$ cat src/rtl/bcd_down_counter_if.sv
// Signal bundle for the two-digit BCD down-counter: load/control strobes in,
// digit, binary and status outputs back.
interface bcd_down_counter_if;
  logic       load_i;
  logic [3:0] load_tens_i;
  logic [3:0] load_ones_i;
  logic       start_i;
  logic       stop_i;
  logic       decrement_i;
  logic [3:0] count_tens_o;
  logic [3:0] count_ones_o;
  logic [6:0] count_o;
  logic       running_o;
  logic       done_o;
  logic       zero_o;
  logic       underflow_o;
  logic       load_err_o;

  modport master (
    output load_i, load_tens_i, load_ones_i, start_i, stop_i, decrement_i,
    input  count_tens_o, count_ones_o, count_o, running_o, done_o, zero_o,
           underflow_o, load_err_o
  );

  modport slave (
    input  load_i, load_tens_i, load_ones_i, start_i, stop_i, decrement_i,
    output count_tens_o, count_ones_o, count_o, running_o, done_o, zero_o,
           underflow_o, load_err_o
  );
endinterface

$ cat src/rtl/bcd_down_counter.sv
// Two-digit BCD down-counter with load, start/stop and a combinational borrow
// so stages can be chained (underflow of one drives decrement of the next).
module bcd_down_counter #(
  parameter int MAX_COUNT = 99,
  parameter bit WRAP      = 1'b1
) (
  input  logic               clk_i,
  input  logic               rst_ni,
  bcd_down_counter_if.slave  bus
);

  typedef enum logic [1:0] {
    IDLE = 2'd0,
    RUN  = 2'd1,
    DONE = 2'd2
  } state_t;

  // Digits of the wrap-reload value.
  localparam logic [3:0] MAX_TENS = 4'(MAX_COUNT / 10);
  localparam logic [3:0] MAX_ONES = 4'(MAX_COUNT % 10);
  localparam logic [7:0] MAX_VAL  = 8'(MAX_COUNT);

  state_t     state, state_nxt;
  logic [3:0] tens, tens_nxt;
  logic [3:0] ones, ones_nxt;
  logic       load_err, load_err_nxt;
  logic [7:0] load_val;
  logic       load_ok;
  logic       is_zero;

  // Binary value of the requested load; 8 bits covers two raw nibbles (<=165).
  assign load_val = ({4'd0, bus.load_tens_i} * 8'd10) + {4'd0, bus.load_ones_i};
  assign load_ok  = (bus.load_tens_i <= 4'd9) && (bus.load_ones_i <= 4'd9) &&
                    (load_val <= MAX_VAL);
  assign is_zero  = (tens == 4'd0) && (ones == 4'd0);

  // Next-state and next-count selection; load beats stop beats start beats tick.
  always_comb begin
    state_nxt    = state;
    tens_nxt     = tens;
    ones_nxt     = ones;
    load_err_nxt = 1'b0;
    if (bus.load_i) begin
      if (load_ok) begin
        tens_nxt  = bus.load_tens_i;
        ones_nxt  = bus.load_ones_i;
        state_nxt = IDLE;
      end else begin
        load_err_nxt = 1'b1;
      end
    end else if (bus.stop_i && (state == RUN)) begin
      state_nxt = IDLE;
    end else if (bus.start_i && (state == IDLE)) begin
      state_nxt = RUN;
    end else if (bus.decrement_i && (state == RUN)) begin
      if (is_zero) begin
        if (WRAP) begin
          tens_nxt = MAX_TENS;
          ones_nxt = MAX_ONES;
        end else begin
          state_nxt = DONE;
        end
      end else if (ones != 4'd0) begin
        ones_nxt = ones - 4'd1;
      end else begin
        ones_nxt = 4'd9;
        tens_nxt = tens - 4'd1;
      end
    end
  end

  // State, digit and error-pulse registers.
  always_ff @(posedge clk_i or negedge rst_ni) begin
    if (!rst_ni) begin
      state    <= IDLE;
      tens     <= 4'd0;
      ones     <= 4'd0;
      load_err <= 1'b0;
    end else begin
      state    <= state_nxt;
      tens     <= tens_nxt;
      ones     <= ones_nxt;
      load_err <= load_err_nxt;
    end
  end

  assign bus.count_tens_o = tens;
  assign bus.count_ones_o = ones;
  assign bus.count_o      = ({3'd0, tens} * 7'd10) + {3'd0, ones};
  assign bus.running_o    = (state == RUN);
  assign bus.done_o       = (state == DONE);
  assign bus.zero_o       = is_zero;
  assign bus.load_err_o   = load_err;
  // Unregistered so a cascaded stage borrows on the same edge.
  assign bus.underflow_o  = (state == RUN) && bus.decrement_i && is_zero &&
                            !bus.load_i && !bus.stop_i;

endmodule
$ cat src/flat_wrapper.sv
// flat-port wrapper written by rule: the top's interface ports become plain ports
module bcd_down_counter_flat 
#(
  parameter int MAX_COUNT = 99,
  parameter bit WRAP      = 1'b1
)
  (clk_i, rst_ni, bus_load_i, bus_load_tens_i, bus_load_ones_i, bus_start_i, bus_stop_i, bus_decrement_i, bus_count_tens_o, bus_count_ones_o, bus_count_o, bus_running_o, bus_done_o, bus_zero_o, bus_underflow_o, bus_load_err_o);
  bcd_down_counter_if bus_i ();
  input  logic clk_i;
  input  logic rst_ni;
  input wire logic [$bits(bus_i.load_i)-1:0] bus_load_i;
  input wire logic [$bits(bus_i.load_tens_i)-1:0] bus_load_tens_i;
  input wire logic [$bits(bus_i.load_ones_i)-1:0] bus_load_ones_i;
  input wire logic [$bits(bus_i.start_i)-1:0] bus_start_i;
  input wire logic [$bits(bus_i.stop_i)-1:0] bus_stop_i;
  input wire logic [$bits(bus_i.decrement_i)-1:0] bus_decrement_i;
  output wire logic [$bits(bus_i.count_tens_o)-1:0] bus_count_tens_o;
  output wire logic [$bits(bus_i.count_ones_o)-1:0] bus_count_ones_o;
  output wire logic [$bits(bus_i.count_o)-1:0] bus_count_o;
  output wire logic [$bits(bus_i.running_o)-1:0] bus_running_o;
  output wire logic [$bits(bus_i.done_o)-1:0] bus_done_o;
  output wire logic [$bits(bus_i.zero_o)-1:0] bus_zero_o;
  output wire logic [$bits(bus_i.underflow_o)-1:0] bus_underflow_o;
  output wire logic [$bits(bus_i.load_err_o)-1:0] bus_load_err_o;
  assign bus_i.load_i = bus_load_i;
  assign bus_i.load_tens_i = bus_load_tens_i;
  assign bus_i.load_ones_i = bus_load_ones_i;
  assign bus_i.start_i = bus_start_i;
  assign bus_i.stop_i = bus_stop_i;
  assign bus_i.decrement_i = bus_decrement_i;
  assign bus_count_tens_o = bus_i.count_tens_o;
  assign bus_count_ones_o = bus_i.count_ones_o;
  assign bus_count_o = bus_i.count_o;
  assign bus_running_o = bus_i.running_o;
  assign bus_done_o = bus_i.done_o;
  assign bus_zero_o = bus_i.zero_o;
  assign bus_underflow_o = bus_i.underflow_o;
  assign bus_load_err_o = bus_i.load_err_o;
  bcd_down_counter #(.MAX_COUNT(MAX_COUNT), .WRAP(WRAP)) u_core (.clk_i(clk_i), .rst_ni(rst_ni), .bus(bus_i));
endmodule
$ cat config.mk
export PLATFORM = sky130hd
export DESIGN_NAME = bcd_down_counter_flat
export DESIGN_NICKNAME = d
export VERILOG_FILES = /design/src/rtl/bcd_down_counter_if.sv /design/src/rtl/bcd_down_counter.sv /design/src/flat_wrapper.sv
export SDC_FILE = /design/constraint.sdc
export NUM_CORES = 1
export LEC_CHECK = 0
export ABC_AREA = 0
export BUFFER_PORTS_ARGS = -buffer_cell sky130_fd_sc_hd__buf_2
export CAP_MARGIN = 10
export CORE_UTILIZATION = 30
export DETAILED_ROUTE_END_ITERATION = 10
export PLACE_DENSITY = 0.59
export SYNTH_ARGS = -nofsm -noshare
export SYNTH_HDL_FRONTEND = slang
export SYNTH_SLANG_ARGS = --single-unit
$ cat constraint.sdc
create_clock -name clk_i -period 2.8 [get_ports clk_i]
set_input_delay 0.56 -clock clk_i [delete_from_list [all_inputs] [get_ports clk_i]]
set_output_delay 0.56 -clock clk_i [all_outputs]
set_load 0.05 [all_outputs]
==> impl_metrics.tcl <==
set metrics [dict create \
    clk_transition_reported_paths_ns 0.05 \
    reg2reg_slack_ns 0.70 \
    power.static_leakage_nw 0.826 \
    post-dp-hpwl_um 2430 \
    p_switching_mw 1.15 \
    boundaryPins 34 \
    layout.core_utilization_pct 41.4 \
    place_congestion 0.791 \
    hp-class "in2async" \
    crit-reg2reg-launch "u_core.bus.count_tens_o[1]" \
    fin_nets 218 \
    synth_async_sr_flop_share_pct 100 \
    die_area_sq_um 4420 \
    clock_sinks 10 \
    cell_internal_pwr_mw 0.834 \
    setup_viol 0 \
    route.detailed.vias_per_inst 4.93 \
    timing.critical_path.arrival_ns 2.13 \
    critPathKind "reg2out" \
    chipHeight_um 66.5 \
    postRouteAntennaNets 0 \
    drt-initial-drc-count 30 \
    min_period_ns 2.69 \
    most-common-layout-cells "31 x sky130_fd_sc_hd__buf_2, 14 x sky130_fd_sc_hd__inv_1, 13 x sky130_fd_sc_hd__ha_1, 13 x sky130_fd_sc_hd__buf_4, 12 x sky130_fd_sc_hd__a21oi_1" \
    postSynthRegisterBits 10 \
    antenna_found_initial 0 \
    clock_tree.buffer_depth 2 \
    num_vias 1154 \
    floorplan.initialDensity_pct 31.2 \
    outcome "finished, final reports clean" \
    fmaxAchievable_mhz 372 \
    timing.final.hold_violations 0 \
    timing.setup.tns_ns 0 \
    timing.critical_path.to_type "primary output" \
    mappedNetlistNets 175 \
    number_of_library_cell_types_mapped_by_synthesis 50 \
    cts-root-buf "sky130_fd_sc_hd__clkbuf_8" \
    worstSkewPairLatency_ns 0.24 \
    slew_violations 0 \
    flow.area_growth_from_synthesis_pct 32.6 \
    postCtsHoldBufs 0 \
    grt_setup_unrepaired "false" \
    fin_area_sq_um 1650 \
    rows 23 \
    drt-pass1-iter-count 4 \
    worst_setup_path_startpoint "u_core.bus.count_tens_o[1]" \
    fin_crit_sh_pct 96.0 \
    grt_pass1_vias 1082 \
    syn_inst 142 \
    ys.flop_type "sky130_fd_sc_hd__dfrtp_1" \
    critical_path.slowest_cell "sky130_fd_sc_hd__or4_1" \
    comb_power_share_pct 78.1 \
    switching_share_pct 58.0 \
    startpoint_type_of_the_worst_setup_path "flip-flop" \
    clock_tree_from_tritoncts "done" \
    critical_path_required_ns 2.24 \
    synth_seq_area_share_pct 20.1 \
    placement.io_buffers 32 \
    route.detailed.drc 0 \
    sequentialPowerShare_pct 12.6 \
    irDropWorstVdd_mv 0.379 \
    globalRouteTotalUtil_pct 14.2 \
    timing.reg2reg.worst_path_depth 9 \
    synth-warning-count 0 \
    crit_path_end "bus_underflow_o" \
    synth_enable_flop_cells 0 \
    largest_fanout_on_the_critical_path 6 \
    dieWidth_um 66.5 \
    cp_cell_sequence "buf_4, inv_1, ha_1, nand2b_1, or4_1, nor2_1, buf_2" \
    wl_per_cell_um 12.6 \
    power.clock.fraction_pct 9.3 \
    pwrdens_nw_per_um2 1200 \
    clock-skew-final_ns 0.00536 \
    max-cap-violations 0 \
    most_common_library_cell_in_the_layout_ignoring_fill_and_taps "sky130_fd_sc_hd__buf_2" \
    r2r_end "u_core.bus.count_tens_o[1]" \
    grt_max_degree 20 \
    globalRouteOverflowTotal 0 \
    totalWireLength_um 2940 \
    synthesis.area_per_instance_sq_um 8.78 \
    timing.critical_path.slowest_cell_delay_ns 0.50 \
    n_antenna_cell 0 \
    numCtsBuffers 3 \
    dpl_cell_area_sq_um 1560 \
    cts_htree_levels 1 \
    area_of_the_core_sq_um 4000 \
    synth_cell_area_sq_um 1250 \
    post_route_cells_drive_above_1_share_pct 36.4 \
    wire_length_of_the_first_global_routing_pass_um 4690 \
]
-- routing by layer --
metal  up-vias  GRT usage, %  routed length [um]
met5         -             0                   0
met4         0          7.18                  65
met3         5          1.20                  95
met2        32          24.4                1420
met1       530          17.5                1360
li1        587             -                   -
-- what timing repair did --
action	CTS	global route
pin swaps	2	3
gates resized for setup	5	1
setup endpoints to repair	1	4
buffers inserted	1	0
endpoints found under the hold margin	0	0
-- layout make-up --
class | count | area, sq um
tap | 50 | 62.6
sequential | 10 | 253
fill | 398 | 2350
timing repair buffer | 45 | 264
clock buffer | 4 | 55.1
multi-input combinational | 110 | 963
inverter | 15 | 56.3
-- cells by family after synthesis --
family,after synthesis,synth area share (%)
compound gates,36,21.6
xor+xnor,8,5.62
fa+ha+maj,19,21.5
buf+inv,22,7.82
flops,10,20.1
mux,3,3.41
other cells,1,0.301
simple gates,43,19.8
-- worst max-delay path, delay by kind of cell, from the launching register on --
kind | cells | cell delay [ns]
adders and majority gates | 1 | 0.21
buffers and inverters | 3 | 0.54
DFF | 1 | 0.42
and+or+nand+nor | 3 | 0.71
-- cell usage after synthesis, types with 2 or more instances --
master	count	area share [%]
sky130_fd_sc_hd__a21o_1	3	1.8
sky130_fd_sc_hd__a21oi_1	12	4.8
sky130_fd_sc_hd__a221oi_2	2	2.4
sky130_fd_sc_hd__and2_1	3	1.5
sky130_fd_sc_hd__buf_4	2	1.2
sky130_fd_sc_hd__clkbuf_1	3	0.90
sky130_fd_sc_hd__dfrtp_1	10	20
sky130_fd_sc_hd__fa_1	4	6.4
sky130_fd_sc_hd__ha_1	15	15
sky130_fd_sc_hd__inv_1	14	4.2
sky130_fd_sc_hd__mux2i_1	2	1.6
sky130_fd_sc_hd__nand2_1	11	3.3
sky130_fd_sc_hd__nand3_1	2	0.80
sky130_fd_sc_hd__nand4_1	2	1.0
sky130_fd_sc_hd__nor2_1	5	1.5
sky130_fd_sc_hd__nor2b_1	2	1.0
sky130_fd_sc_hd__nor3_1	3	1.2
sky130_fd_sc_hd__nor3b_1	2	1.2
sky130_fd_sc_hd__o21ai_0	4	1.6
sky130_fd_sc_hd__o21ai_1	2	0.80
sky130_fd_sc_hd__o221ai_1	2	1.4
sky130_fd_sc_hd__or3_1	3	1.5
sky130_fd_sc_hd__xnor2_1	6	4.2
sky130_fd_sc_hd__xor2_1	2	1.4
-- state kept, by name, indices dropped and copies added (netlist names) --
register / flops
u_core.state: 1
u_core.bus.load_err_o: 1
u_core.bus.count_tens_o: 4
u_core.bus.count_ones_o: 4
-- power by group through the flow --
stage                     registers [mW]  clock network (mW)  logic (mW)
after global routing               0.261               0.194        1.65
after CTS                          0.248               0.189        1.56
after detailed placement           0.250                   0        1.49
final                              0.250               0.185        1.55
after global placement             0.248                   0        1.48
after floorplan                    0.424                   0        1.01
-- metrics by stage --
step	worst slack, ns	cells	power [mW]	hold WS [ns]
CTS	0.00215	234	2.00	0.181
floorplan	0.0165	142	1.44	0.264
global route	0.00614	234	2.11	0.189
finish	0.112	234	1.99	0.172
detailed placement	-0.114	229	1.74	0.441
global placement	-0.0748	229	1.72	0.434
-- how the worst min path moves through the flow --
stage | to | slack [ns]
after global routing | u_core.bus.count_ones_o[2] | 0.19
after floorplan | u_core.bus.count_ones_o[0] | 0.26
after global placement | u_core.bus.load_err_o | 0.43
after detailed placement | u_core.bus.load_err_o | 0.44
final | u_core.bus.count_ones_o[2] | 0.17
after CTS | u_core.bus.count_ones_o[2] | 0.18
(Power assumes the default switching activity.)
